==> src/rtl/classify_ctrl.sv <==
// Streaming arg-max classifier: buffers one frame of signed scores, scans it
// one compare per cycle, then holds the winning index/value until taken.
module classify_ctrl #(
    parameter int DATA_WIDTH  = 16,
    parameter int NUM_CLASSES = 10,
    parameter int IDX_WIDTH   = 4
) (
    input  logic                  clk,
    input  logic                  rst,
    input  logic                  flush,
    input  logic                  in_valid,
    input  logic [DATA_WIDTH-1:0] in_data,
    input  logic                  in_last,
    output logic                  in_ready,
    output logic                  res_valid,
    output logic [IDX_WIDTH-1:0]  res_index,
    output logic [DATA_WIDTH-1:0] res_value,
    input  logic                  res_ready,
    output logic                  busy,
    output logic                  err_len,
    output logic [15:0]           frame_cnt,
    output logic [1:0]            dbg_state
);

    // Handshakes: a beat moves on a rising edge where in_valid & in_ready;
    // a result moves on a rising edge where res_valid & res_ready.

    typedef enum logic [1:0] {
        ST_LOAD = 2'd0,
        ST_SCAN = 2'd1,
        ST_OUT  = 2'd2
    } state_t;

    localparam logic [IDX_WIDTH-1:0] LAST_IDX = IDX_WIDTH'(NUM_CLASSES - 1);

    state_t                state_q, state_d;
    logic [IDX_WIDTH-1:0]  wr_cnt_q, wr_cnt_d;
    logic [IDX_WIDTH-1:0]  scan_i_q, scan_i_d;
    logic [DATA_WIDTH-1:0] max_q, max_d;
    logic [IDX_WIDTH-1:0]  idx_q, idx_d;
    logic                  res_valid_q, res_valid_d;
    logic [IDX_WIDTH-1:0]  res_index_q, res_index_d;
    logic [DATA_WIDTH-1:0] res_value_q, res_value_d;
    logic                  err_len_q, err_len_d;
    logic [15:0]           frame_cnt_q, frame_cnt_d;

    logic [DATA_WIDTH-1:0] buf_q [NUM_CLASSES];

    logic                  accept;
    logic                  buf_we;
    logic [DATA_WIDTH-1:0] cand;
    logic                  greater;
    logic [DATA_WIDTH-1:0] next_max;
    logic [IDX_WIDTH-1:0]  next_idx;

    assign in_ready  = (state_q == ST_LOAD);
    assign accept    = in_valid && in_ready;
    assign buf_we    = accept && !flush;
    assign cand      = buf_q[scan_i_q];
    // Strict greater-than keeps the lower index on ties.
    assign greater   = $signed(cand) > $signed(max_q);
    assign next_max  = greater ? cand : max_q;
    assign next_idx  = greater ? scan_i_q : idx_q;

    assign res_valid = res_valid_q;
    assign res_index = res_index_q;
    assign res_value = res_value_q;
    assign err_len   = err_len_q;
    assign frame_cnt = frame_cnt_q;
    assign busy      = (state_q != ST_LOAD) || (wr_cnt_q != '0);
    assign dbg_state = state_q;

    always_comb begin
        state_d     = state_q;
        wr_cnt_d    = wr_cnt_q;
        scan_i_d    = scan_i_q;
        max_d       = max_q;
        idx_d       = idx_q;
        res_valid_d = res_valid_q;
        res_index_d = res_index_q;
        res_value_d = res_value_q;
        err_len_d   = err_len_q;
        frame_cnt_d = frame_cnt_q;

        if (flush) begin
            state_d     = ST_LOAD;
            wr_cnt_d    = '0;
            scan_i_d    = '0;
            res_valid_d = 1'b0;
            err_len_d   = 1'b0;
        end else begin
            case (state_q)
                ST_LOAD: begin
                    if (accept) begin
                        if (wr_cnt_q == LAST_IDX) begin
                            state_d  = ST_SCAN;
                            max_d    = buf_q[0];
                            idx_d    = '0;
                            scan_i_d = IDX_WIDTH'(1);
                            wr_cnt_d = '0;
                            if (!in_last) err_len_d = 1'b1;
                        end else if (in_last) begin
                            // Short frame: drop it and wait for a fresh one.
                            err_len_d = 1'b1;
                            wr_cnt_d  = '0;
                        end else begin
                            wr_cnt_d = wr_cnt_q + 1'b1;
                        end
                    end
                end
                ST_SCAN: begin
                    max_d = next_max;
                    idx_d = next_idx;
                    if (scan_i_q == LAST_IDX) begin
                        state_d     = ST_OUT;
                        scan_i_d    = '0;
                        res_valid_d = 1'b1;
                        res_index_d = next_idx;
                        res_value_d = next_max;
                    end else begin
                        scan_i_d = scan_i_q + 1'b1;
                    end
                end
                ST_OUT: begin
                    if (res_ready) begin
                        state_d     = ST_LOAD;
                        res_valid_d = 1'b0;
                        frame_cnt_d = frame_cnt_q + 16'd1;
                    end
                end
                default: state_d = ST_LOAD;
            endcase
        end
    end

    always_ff @(posedge clk or posedge rst) begin
        if (rst) begin
            state_q     <= ST_LOAD;
            wr_cnt_q    <= '0;
            scan_i_q    <= '0;
            max_q       <= '0;
            idx_q       <= '0;
            res_valid_q <= 1'b0;
            res_index_q <= '0;
            res_value_q <= '0;
            err_len_q   <= 1'b0;
            frame_cnt_q <= '0;
        end else begin
            state_q     <= state_d;
            wr_cnt_q    <= wr_cnt_d;
            scan_i_q    <= scan_i_d;
            max_q       <= max_d;
            idx_q       <= idx_d;
            res_valid_q <= res_valid_d;
            res_index_q <= res_index_d;
            res_value_q <= res_value_d;
            err_len_q   <= err_len_d;
            frame_cnt_q <= frame_cnt_d;
        end
    end

    // Score storage needs no reset; every entry is rewritten before it is read.
    always_ff @(posedge clk) begin
        if (buf_we) buf_q[wr_cnt_q] <= in_data;
    end

endmodule

==> config.mk <==
export PLATFORM = sky130hd
export DESIGN_NAME = classify_ctrl
export DESIGN_NICKNAME = d
export VERILOG_FILES = /design/src/rtl/classify_ctrl.sv
export SDC_FILE = /design/constraint.sdc
export NUM_CORES = 1
export LEC_CHECK = 0
export BUFFER_PORTS_ARGS = -buffer_cell sky130_fd_sc_hd__buf_4
export CAP_MARGIN = 40
export CORE_MARGIN = 2
export CORE_UTILIZATION = 55
export DETAILED_ROUTE_END_ITERATION = 16
export GPL_ROUTABILITY_DRIVEN = 0
export GPL_TIMING_DRIVEN = 0
export PLACE_DENSITY_LB_ADDON = 0.3
export SLEW_MARGIN = 15
export SYNTH_ARGS = -nofsm -noshare
export SYNTH_HDL_FRONTEND = slang
export SYNTH_SLANG_ARGS = --single-unit
==> constraint.sdc <==
create_clock -name clk -period 4.29 [get_ports clk]
set_input_delay 0.858 -clock clk [delete_from_list [all_inputs] [get_ports clk]]
set_output_delay 0.858 -clock clk [all_outputs]
set_load 0.02 [all_outputs]
[Word level (Yosys, flattened, before mapping)]
Memories as Yosys holds them, arrays and structs flattened.
Index checks and enable logic that the tools add are counted.
W data, S select, Z words.
Cells by class
  multiplexer cells: 36
  add/sub/neg operators: 3
  bitwise logic cells: 1
  equal/unequal tests: 11
  magnitude comparators: 1
  reduce and logical (&&, ||, !) cells: 21
Operators with widths (count)
  $mux W16: 3
  $mux W4: 12
  $pmux W16 S2: 1
  $add A16 B1 Y16 const B: 1
  $gt A16 B16 Y1: 1
  $pmux W4 S2: 2
  $reduce_and A3 Y1: 4
  $reduce_and A4 Y1: 3
  $mux W1: 11
  $mux W2: 5
  $ne A3 B3 Y1 const B: 3
  $reduce_bool A3 Y1: 3
  $add A4 B1 Y4 const B: 2
  $eq A4 B4 Y1 const B: 2
  $reduce_bool A2 Y1: 4
  $ne A3 B2 Y1 const B: 2
  $pmux W2 S3: 1
  $ne A2 B1 Y1 const B: 2
  $reduce_bool A4 Y1: 1
  $eq A2 B1 Y1 const B: 1
  $eq A2 B2 Y1 const B: 1
  $logic_and A1 B1 Y1: 2
  $logic_not A2 Y1: 1
  $pmux W1 S2: 1
  other kinds (4): 4
Word-level totals
  memories: 1
  output and inout bits: 42
  flip-flop bits (word level): 68
  input bits: 22
  logic and storage cells: 84
  bits in writable memories: 160
Memory list
  buf_q: depth 10, width 16, read ports 2, clocked after Yosys merged registers in 0, wr ports 1, line 47  | logic [DATA_WIDTH-1:0] buf_q [NUM_CLASSES];

[Depth between registers and ports, before layout]
Gate-level depths: netlist of run 1.
  depth in word-level cells: 6
  gate-level depth with buffers: 15
  mapped depth without buffers: 11

[Worst setup path after synthesis of run 1]
No wires, ideal clock.
  path type: flip-flop to flip-flop
  start point: reg state_q[1] (netlist: dbg_state[1])
  end point: mem buf_q[0][0], enable pin
  arrival: 3015 ps
  stages on the path, launching flop included: 6
  period minus slack after synthesis: 3445 ps
  required time: 3860 ps
  library setup time: 430 ps
  slack: 845 ps
  buffers on the path: 2
  path through: dfrtp_1 > clkbuf_1 > nor2_1 > nand2_1 > clkbuf_1 > nor4_1
On the way
  word-level cells in the longest chain between the ends: 5
RTL lines
  start, declared: line 36  | state_t state_q, state_d;
  start signal, assigned: line 149  | state_q <= state_d;
  $logic_not A2 Y1: line 56  | assign in_ready = (state_q == ST_LOAD);
  via in_ready: line 14  | output logic in_ready,
  $logic_and A1 B1 Y1: line 57  | assign accept = in_valid && in_ready;
  $logic_and A1 B1 Y1: line 58  | assign buf_we = accept && !flush;
  $mux W1: line 164  | if (buf_we) buf_q[wr_cnt_q] <= in_data;
  $mux W1 (implied by the code): line 164
  end, declared: line 47
The timed path passes the listed nets, and every way through them passes these cells.

[Worst setup path after layout of run 1]
  start point: reg scan_i_q[1]
  end point: reg res_value_q[8] (netlist: res_value[8])
On the way
  word-level cells in the longest chain between the ends: 3
  elaborated cells on any way between the ends: 5
  classes of those cells: order compare (1); eq/ne (1); mux (1); reduce/logical (1); memory (1)
RTL lines
  start, declared: line 38  | logic [IDX_WIDTH-1:0] scan_i_q, scan_i_d;
  start signal, assigned: line 151  | scan_i_q <= scan_i_d;
  $mem_v2 Z10 W16
  $gt A16 B16 Y1: line 61  | assign greater = $signed(cand) > $signed(max_q);
  $mux W16: line 62  | assign next_max = greater ? cand : max_q;
  end signal, assigned: line 156  | res_value_q <= res_value_d;
  end, declared: line 43  | logic [DATA_WIDTH-1:0] res_value_q, res_value_d;
Parallel ways exist; a longest one is shown, timed or not.
A chain may end at the register's enable or synchronous reset.

==> results of run 1 <==
[synthesized netlist by cell type (2+ instances only)]
master	n	area, sq um
edfxtp_1	160	4805
mux2i_1	82	820.8
dfrtp_1	68	1702
inv_1	43	161.4
a21oi_1	40	200.2
nand2_1	39	146.4
nor2_1	31	116.4
o22ai_1	31	193.9
clkbuf_1	23	86.33
ha_1	23	287.8
o21ai_1	20	100.1
a211oi_1	16	120.1
a221oi_2	16	240.2
nand3_1	12	60.06
xnor2_1	10	87.58
buf_2	8	40.04
and2_1	6	37.54
nor3_1	6	30.03
o21ai_0	6	30.03
xor2_1	6	52.55
a22o_1	5	43.79
and3_1	5	31.28
buf_4	5	37.54
nor4_1	4	25.02
a21o_1	3	22.52
buf_6	3	33.78
nand2b_1	3	18.77
nand4_1	3	18.77
or2_2	3	18.77
or4_1	3	22.52
a21oi_2	2	17.52
a31oi_1	2	12.51
mux2_2	2	22.52
nor2b_1	2	12.51
or2_1	2	12.51
[sequential cells by signal, indices dropped and copies added (netlist names)]
signal     flops
buf_q        160
wr_cnt_q       4
max_q         16
err_len        1
res_valid      1
idx_q          4
frame_cnt     16
scan_i_q       4
dbg_state      2
res_index      4
res_value     16
[final cells by class]
type,instances,area share
flip-flops and latches,228,0.5698
inverters,44,0.01479
clock inverters,12,0.008766
repair buffers,70,0.04843
multi-input cells,398,0.2601
well taps,225,0.02465
plain buffers,40,0.01797
clock buffers,30,0.05545
[layer usage]
| layer | wire length (um) | global-route usage | up-vias |
|---|---|---|---|
| met5 | 0 | 0 | - |
| met4 | 550 | 0.07029 | 0 |
| met3 | 1374 | 0.03274 | 41 |
| met2 | 9865 | 0.3629 | 262 |
| met1 | 8925 | 0.3086 | 3090 |
| li1 | - | - | 2848 |
[logic make-up (layout without fill, tap and decap cells)]
group / after synthesis / after routing
flip-flops: 228 / 228
AO/OA/AOI/OAI: 151 / 151
AND/OR/NAND/NOR: 124 / 124
multiplexers: 84 / 84
buffers and inverters: 84 / 196
adder cells (fa/ha/maj): 23 / 23
XOR/XNOR: 16 / 16
[power by group through the flow]
| stage | registers, uW | logic, uW | clock network, uW |
|---|---|---|---|
| after floorplan | 2430 | 66.0 | 0 |
| after global placement | 2430 | 120 | 0 |
| after detailed placement | 2430 | 131 | 0 |
| after CTS | 2380 | 133 | 1950 |
| after global routing | 2380 | 147 | 2060 |
| final | 2380 | 133 | 1930 |
[how the worst max path moves through the flow]
stage,start,endpoint,slack [ns],depth (start not counted)
after detailed placement,scan_i_q[1],res_value[1],0.35,14
final,scan_i_q[1],res_value[8],0.26,13
after global placement,flush,buf_q[0][3],-0.17,3
after floorplan,dbg_state[1],buf_q[0][0],0.85,5
after global routing,scan_i_q[1],res_value[4],0.05,13
after CTS,scan_i_q[1],res_value[1],0.20,14
[per-stage QoR]
step	util	TNS, ns	std cells
floorplan	-	0	710
global placement	0.6074	-2.774	997
detailed placement	0.6107	0	1002
CTS	0.6528	0	1044
global route	0.6556	0	1047
finish	0.6556	0	1047
==> results.md, run 1 <==
- Post-synthesis net count: 755
- TritonRoute pass-1 iters: 5
- Required time of the critical path: 4.68 ns
- Multi-input gate area: 0.002970 sq mm
- # IOs: 64
- EDFF count, synth: 160
- Die width: 137.7 um
- Worst R2R Path Depth: 13
- Comb power frac: 0.030
- Post-detail-place hpwl: 14180 um
- Post-CTS Setup Bufs: 0
- Hold WC Path Type: in2async
- Worst Path Buf+Inv: 2
- RR Startpoint: scan_i_q[1]
- Crit path kind: reg2reg
- Dpl cell area: 0.01064 sq mm
- Distinct cells, synth: 52
- Antenna Cells: 0
- Reg area: 0.006506 sq mm
- Vias in the first global route: 5921
- Flop2flop setup slack: 0.26 ns
- Post-Syn Area per Cell: 13.85 sq um
- Leading register cell type out of synthesis: edfxtp_1
- RSZ-0062 raised after global routing: false
- CP Capture Type: flip-flop
- Clock sinks: 228
- DR iter-0 viols: 511
- CP cell instances: nand2b_1, buf_1, o22ai_1, a211oi_1, a21oi_1, ha_1, nand4_1, nor4_1, o21ai_1, a31oi_4, buf_4, mux2i_1, o21ai_1
- Post-route DRC: 0
- Seq/Total Area, Yosys: 0.6617
- Sequential power share: 0.535
- FMAX: 248.1 MHz
- Cts hold-fix bufs: 0
- Fin crit share: 0.9397
- Die footprint: 0.01896 sq mm
- RR Endpoint: res_value[8]
- Reg clk slew, reported paths: 0.06 ns
- Filler Cells Inserted: 1242
- H-tree Lvls: 1
- Final setup violation count: 0
- Net Sw Frac: 0.2066
- CP delay by family, top: compound AO/OA/AOI/OAI gates
- Synth Area in Simple Gates: 0.06108
- Total Routing Usage GR: 0.2214
- Clock share of power: 0.435
- Final net count: 850
- P per Cell Area: 389.5 mW/mm^2
- Pins Over Slew Limit: 0
- Crit path DAT: 4.42 ns
- Hold Vio Cnt, Final: 0
- Syn-to-layout area delta: 16.14%
- Relative max-transition margin: 0.4081
- Initial antenna violation count: 0
- Max Buffers Root-to-Sink: 3
- Mapped cell area: 0.009832 sq mm
- Multiplexer area fraction after synthesis: 0.08577
- Max Cap Viol: 0
- WL/cell: 19.79 um
- Worst-Margin Slew: 0.8879 ns
- Int Pwr: 3529 uW
- Largest family of logic cells by synthesized area: compound AO/OA/AOI/OAI gates
- Maximum vdd drop: 0.3450 mV
- Crit-path max FO: 10
- Syn. warnings: 0
- Mapped Cells: 710
- Final Worst Setup Slack: 0.2587 ns
- Final design instance area without fill: 0.01142 sq mm
- Commonest cells after routing, fill and taps aside: edfxtp_1 (160), mux2i_1 (82), buf_4 (68), dfrtp_1 (68), inv_1 (42)
- First-pass GRT wire length: 31790 um
- Clock skew: 0.01194 ns
- CTS resizes: 0
- Hold WS: 0.3095 ns
- CP dominant cell by count: o21ai_1
- Final Power: 4448 uW
- Commonest non-fill, non-tap cell in the layout: edfxtp_1
- Pre-CTS WS: 0.3494 ns
- Synth Register Bits: 228
- Die H: 137.7 um
- Clock root cell: clkbuf_16
- Routed vias: 6241
- CTS tree: yes
- Starting Density: 0.5645
- Synth Area in Compound Gates: 0.1105
- Synth Area in XOR/XNOR: 0.01425
- Largest net degree at the start of global routing: 46
- Total CTS buffers: 23
- Ys async rst share: 0.2982
- Slowest-stage cell, CP: dfrtp_1
- Outcome: finished clean
- Share of post-route cells with drive strength above 1: 0.1910
- Psw: 918.8 uW
- Clock latency on the worst-skew pair: 0.53 ns
- Core Box Area: 0.01742 sq mm
- Port-buffer cells: 62
- CP peak stage delay: 0.48 ns
- Rows: 48
- WL final: 20720 um
- Critical Path Start Type: flip-flop
- Vias per inst: 5.961
- Final ANT Viol Nets: 0
- Leakage: 0.004472 uW
- Post-layout min period: 4.031 ns
- Synth Area in Adders: 0.02927
- Global route total overflow: 0
No activity file was read; power rests on OpenSTA's default activity.
==> run 2: changes to the inputs <==
--- a/config.mk
+++ b/config.mk
@@ -12,8 +12,9 @@
 export DETAILED_ROUTE_END_ITERATION = 16
 export GPL_ROUTABILITY_DRIVEN = 0
 export GPL_TIMING_DRIVEN = 0
+export MAX_ROUTING_LAYER = met4
 export PLACE_DENSITY_LB_ADDON = 0.3
-export SLEW_MARGIN = 15
+export SLEW_MARGIN = 20
 export SYNTH_ARGS = -nofsm -noshare
 export SYNTH_HDL_FRONTEND = slang
 export SYNTH_SLANG_ARGS = --single-unit
==> run 2 against run 1 <==
Compared with the run above:
- clock power up 9.8%
- final cell count up 0.57%
- largest power group unchanged
- sequential power about the same
- fmax down 2.2%
- clock skew about the same
- die area unchanged
==> results.md, run 2 (synthesis results as in run 1) <==
- Worst R2R Path Depth: 14
- Share of post-route cells with drive strength above 1: 0.1981
- Die H: 137.7 um
- Max reg flops: 160
- TritonRoute pass-1 iters: 5
- Total CTS buffers: 24
- GR Util met3: 0.02686
- H-tree Lvls: 1
- Post-detail-place hpwl: 14200 um
- WL final: 20770 um
- Worst-Margin Slew: 0.7600 ns
- Die width: 137.7 um
- Crit path kind: reg2reg
- Critical Path Source: scan_i_q[1]
- Port-buffer cells: 62
- Syn-to-layout area delta: 17.65%
- Die footprint: 0.01896 sq mm
- Global route total overflow: 0
- GRT met2 Usage: 0.3657
- Leakage: 0.004538 uW
- Initial antenna violation count: 0
- RR Startpoint: scan_i_q[1]
- Met1 track demand over resource: 0.3159
- Crit path capture: res_value[7]
- Hold Vio Cnt, Final: 0
- Routed vias: 6202
- Outcome: finished clean
- CP Capture Type: flip-flop
- Final ANT Viol Nets: 0
- Final setup violation count: 0
- Cts hold-fix bufs: 0
- Reg area: 0.006506 sq mm
- Vias per inst: 5.890
- Multi-input gate area: 0.002970 sq mm
- Commonest non-fill, non-tap cell in the layout: edfxtp_1
- Rows: 48
- Commonest cells after routing, fill and taps aside: edfxtp_1 (160), mux2i_1 (82), buf_4 (68), dfrtp_1 (68), inv_1 (42)
- Fin util: 0.6642
- WL/cell: 19.72 um
- Fin crit share: 0.9606
- Final cell count without fillers: 1053
- Crit path DAT: 4.50 ns
- Biggest register: buf_q
- Filler Cells Inserted: 1235
- Crit-path max FO: 10
- Maximum vdd drop: 0.3541 mV
- DR iter-0 viols: 516
- Reg clk slew, reported paths: 0.07 ns
- Clock skew: 0.01186 ns
- P per Cell Area: 400.7 mW/mm^2
- Clock root cell: clkbuf_16
- CTS tree: yes
- Max Cap Viol: 0
- Total Routing Usage GR: 0.2306
- Critical Path Start Type: flip-flop
- First-pass GRT wire length: 32260 um
- Starting Density: 0.5645
- Post-route DRC: 0
- Relative max-transition margin: 0.4891
- Required time of the critical path: 4.67 ns
- Clock latency on the worst-skew pair: 0.51 ns
- Antenna Cells: 0
- Vias in the first global route: 6028
- RR Endpoint: res_value[7]
- # IOs: 64
- Most Used Layer, Global Route: met2
- Max Buffers Root-to-Sink: 3
- Clock sinks: 228
- Largest net degree at the start of global routing: 46
- Cells after DPL: 1002
- Final net count: 855
- Hold WC Path Type: in2async
- FMAX: 242.7 MHz
- Flop2flop setup slack: 0.17 ns
- Pins Over Slew Limit: 0
- Post-layout min period: 4.121 ns
- Core Box Area: 0.01742 sq mm
run 2: cell type report:
class                      instances  area share
sequential                       228      0.5625
multi-input combinational        398      0.2568
clock buffer                      33     0.06209
timing repair buffer              74     0.05268
tap                              225     0.02434
buffer                            40     0.01763
inverter                          44     0.01460
clock inverter                    11    0.009410
run 2: worst max-delay path, cell delays in order (launching register included):
cell      delay (ns)
dfrtp_1         0.50
or2_1           0.15
clkbuf_1        0.24
clkbuf_1        0.50
o22ai_1         0.16
a211oi_1        0.26
a21oi_1         0.14
ha_1            0.39
nand4_1         0.16
nor4_1          0.40
o21ai_1         0.19
a31oi_4         0.31
buf_4           0.27
mux2i_1         0.24
o21ai_1         0.08
run 2: per-layer routing:
layer  vias to the layer above  share of wire
met5                         -              0
met4                         0          0.031
met3                        50          0.064
met2                       256           0.47
met1                      3040           0.43
li1                       2856              -
run 2: how the worst min path moves through the flow:
stage | from | end | slack [ns] | cells past startpoint
finish | rst | frame_cnt[13] | 0.31 | 2
global route | rst | frame_cnt[2] | 0.33 | 2
CTS | rst | frame_cnt[10] | 0.32 | 2
detailed placement | res_index[2] | res_index[2] | 0.47 | 2
global placement | frame_cnt[15] | frame_cnt[15] | 0.46 | 1
floorplan | idx_q[0] | idx_q[0] | 0.47 | 1
run 2: power by group:
group          total [uW]  internal [uW]  leakage, uW  switching, uW
registers            2380           2370      0.00231           7.57
logic                 134           45.4      0.00182           88.3
clock network        2120           1290     0.000407            827
total                4640           3710      0.00454            922
run 2: metrics by stage:
stage               total power, uW  hold slack [ns]  setup WS, ns  instance area (sq um)   TNS [ns]
finish                         4635           0.3112        0.1691                  11570          0
global route                   4766           0.3341     -0.003019                  11570  -0.003019
CTS                            4651           0.3173        0.1457                  11460          0
detailed placement             2557           0.4743        0.3380                  10640          0
global placement               2546           0.4623       -0.1745                  10580     -2.774
floorplan                      2492           0.4722        0.8451                   9832          0
run 2: repair_timing:
action | in CTS | in global routing
setup buffers | 0 | 0
resized for setup | 0 | 4
setup endpoints to repair | 0 | 21
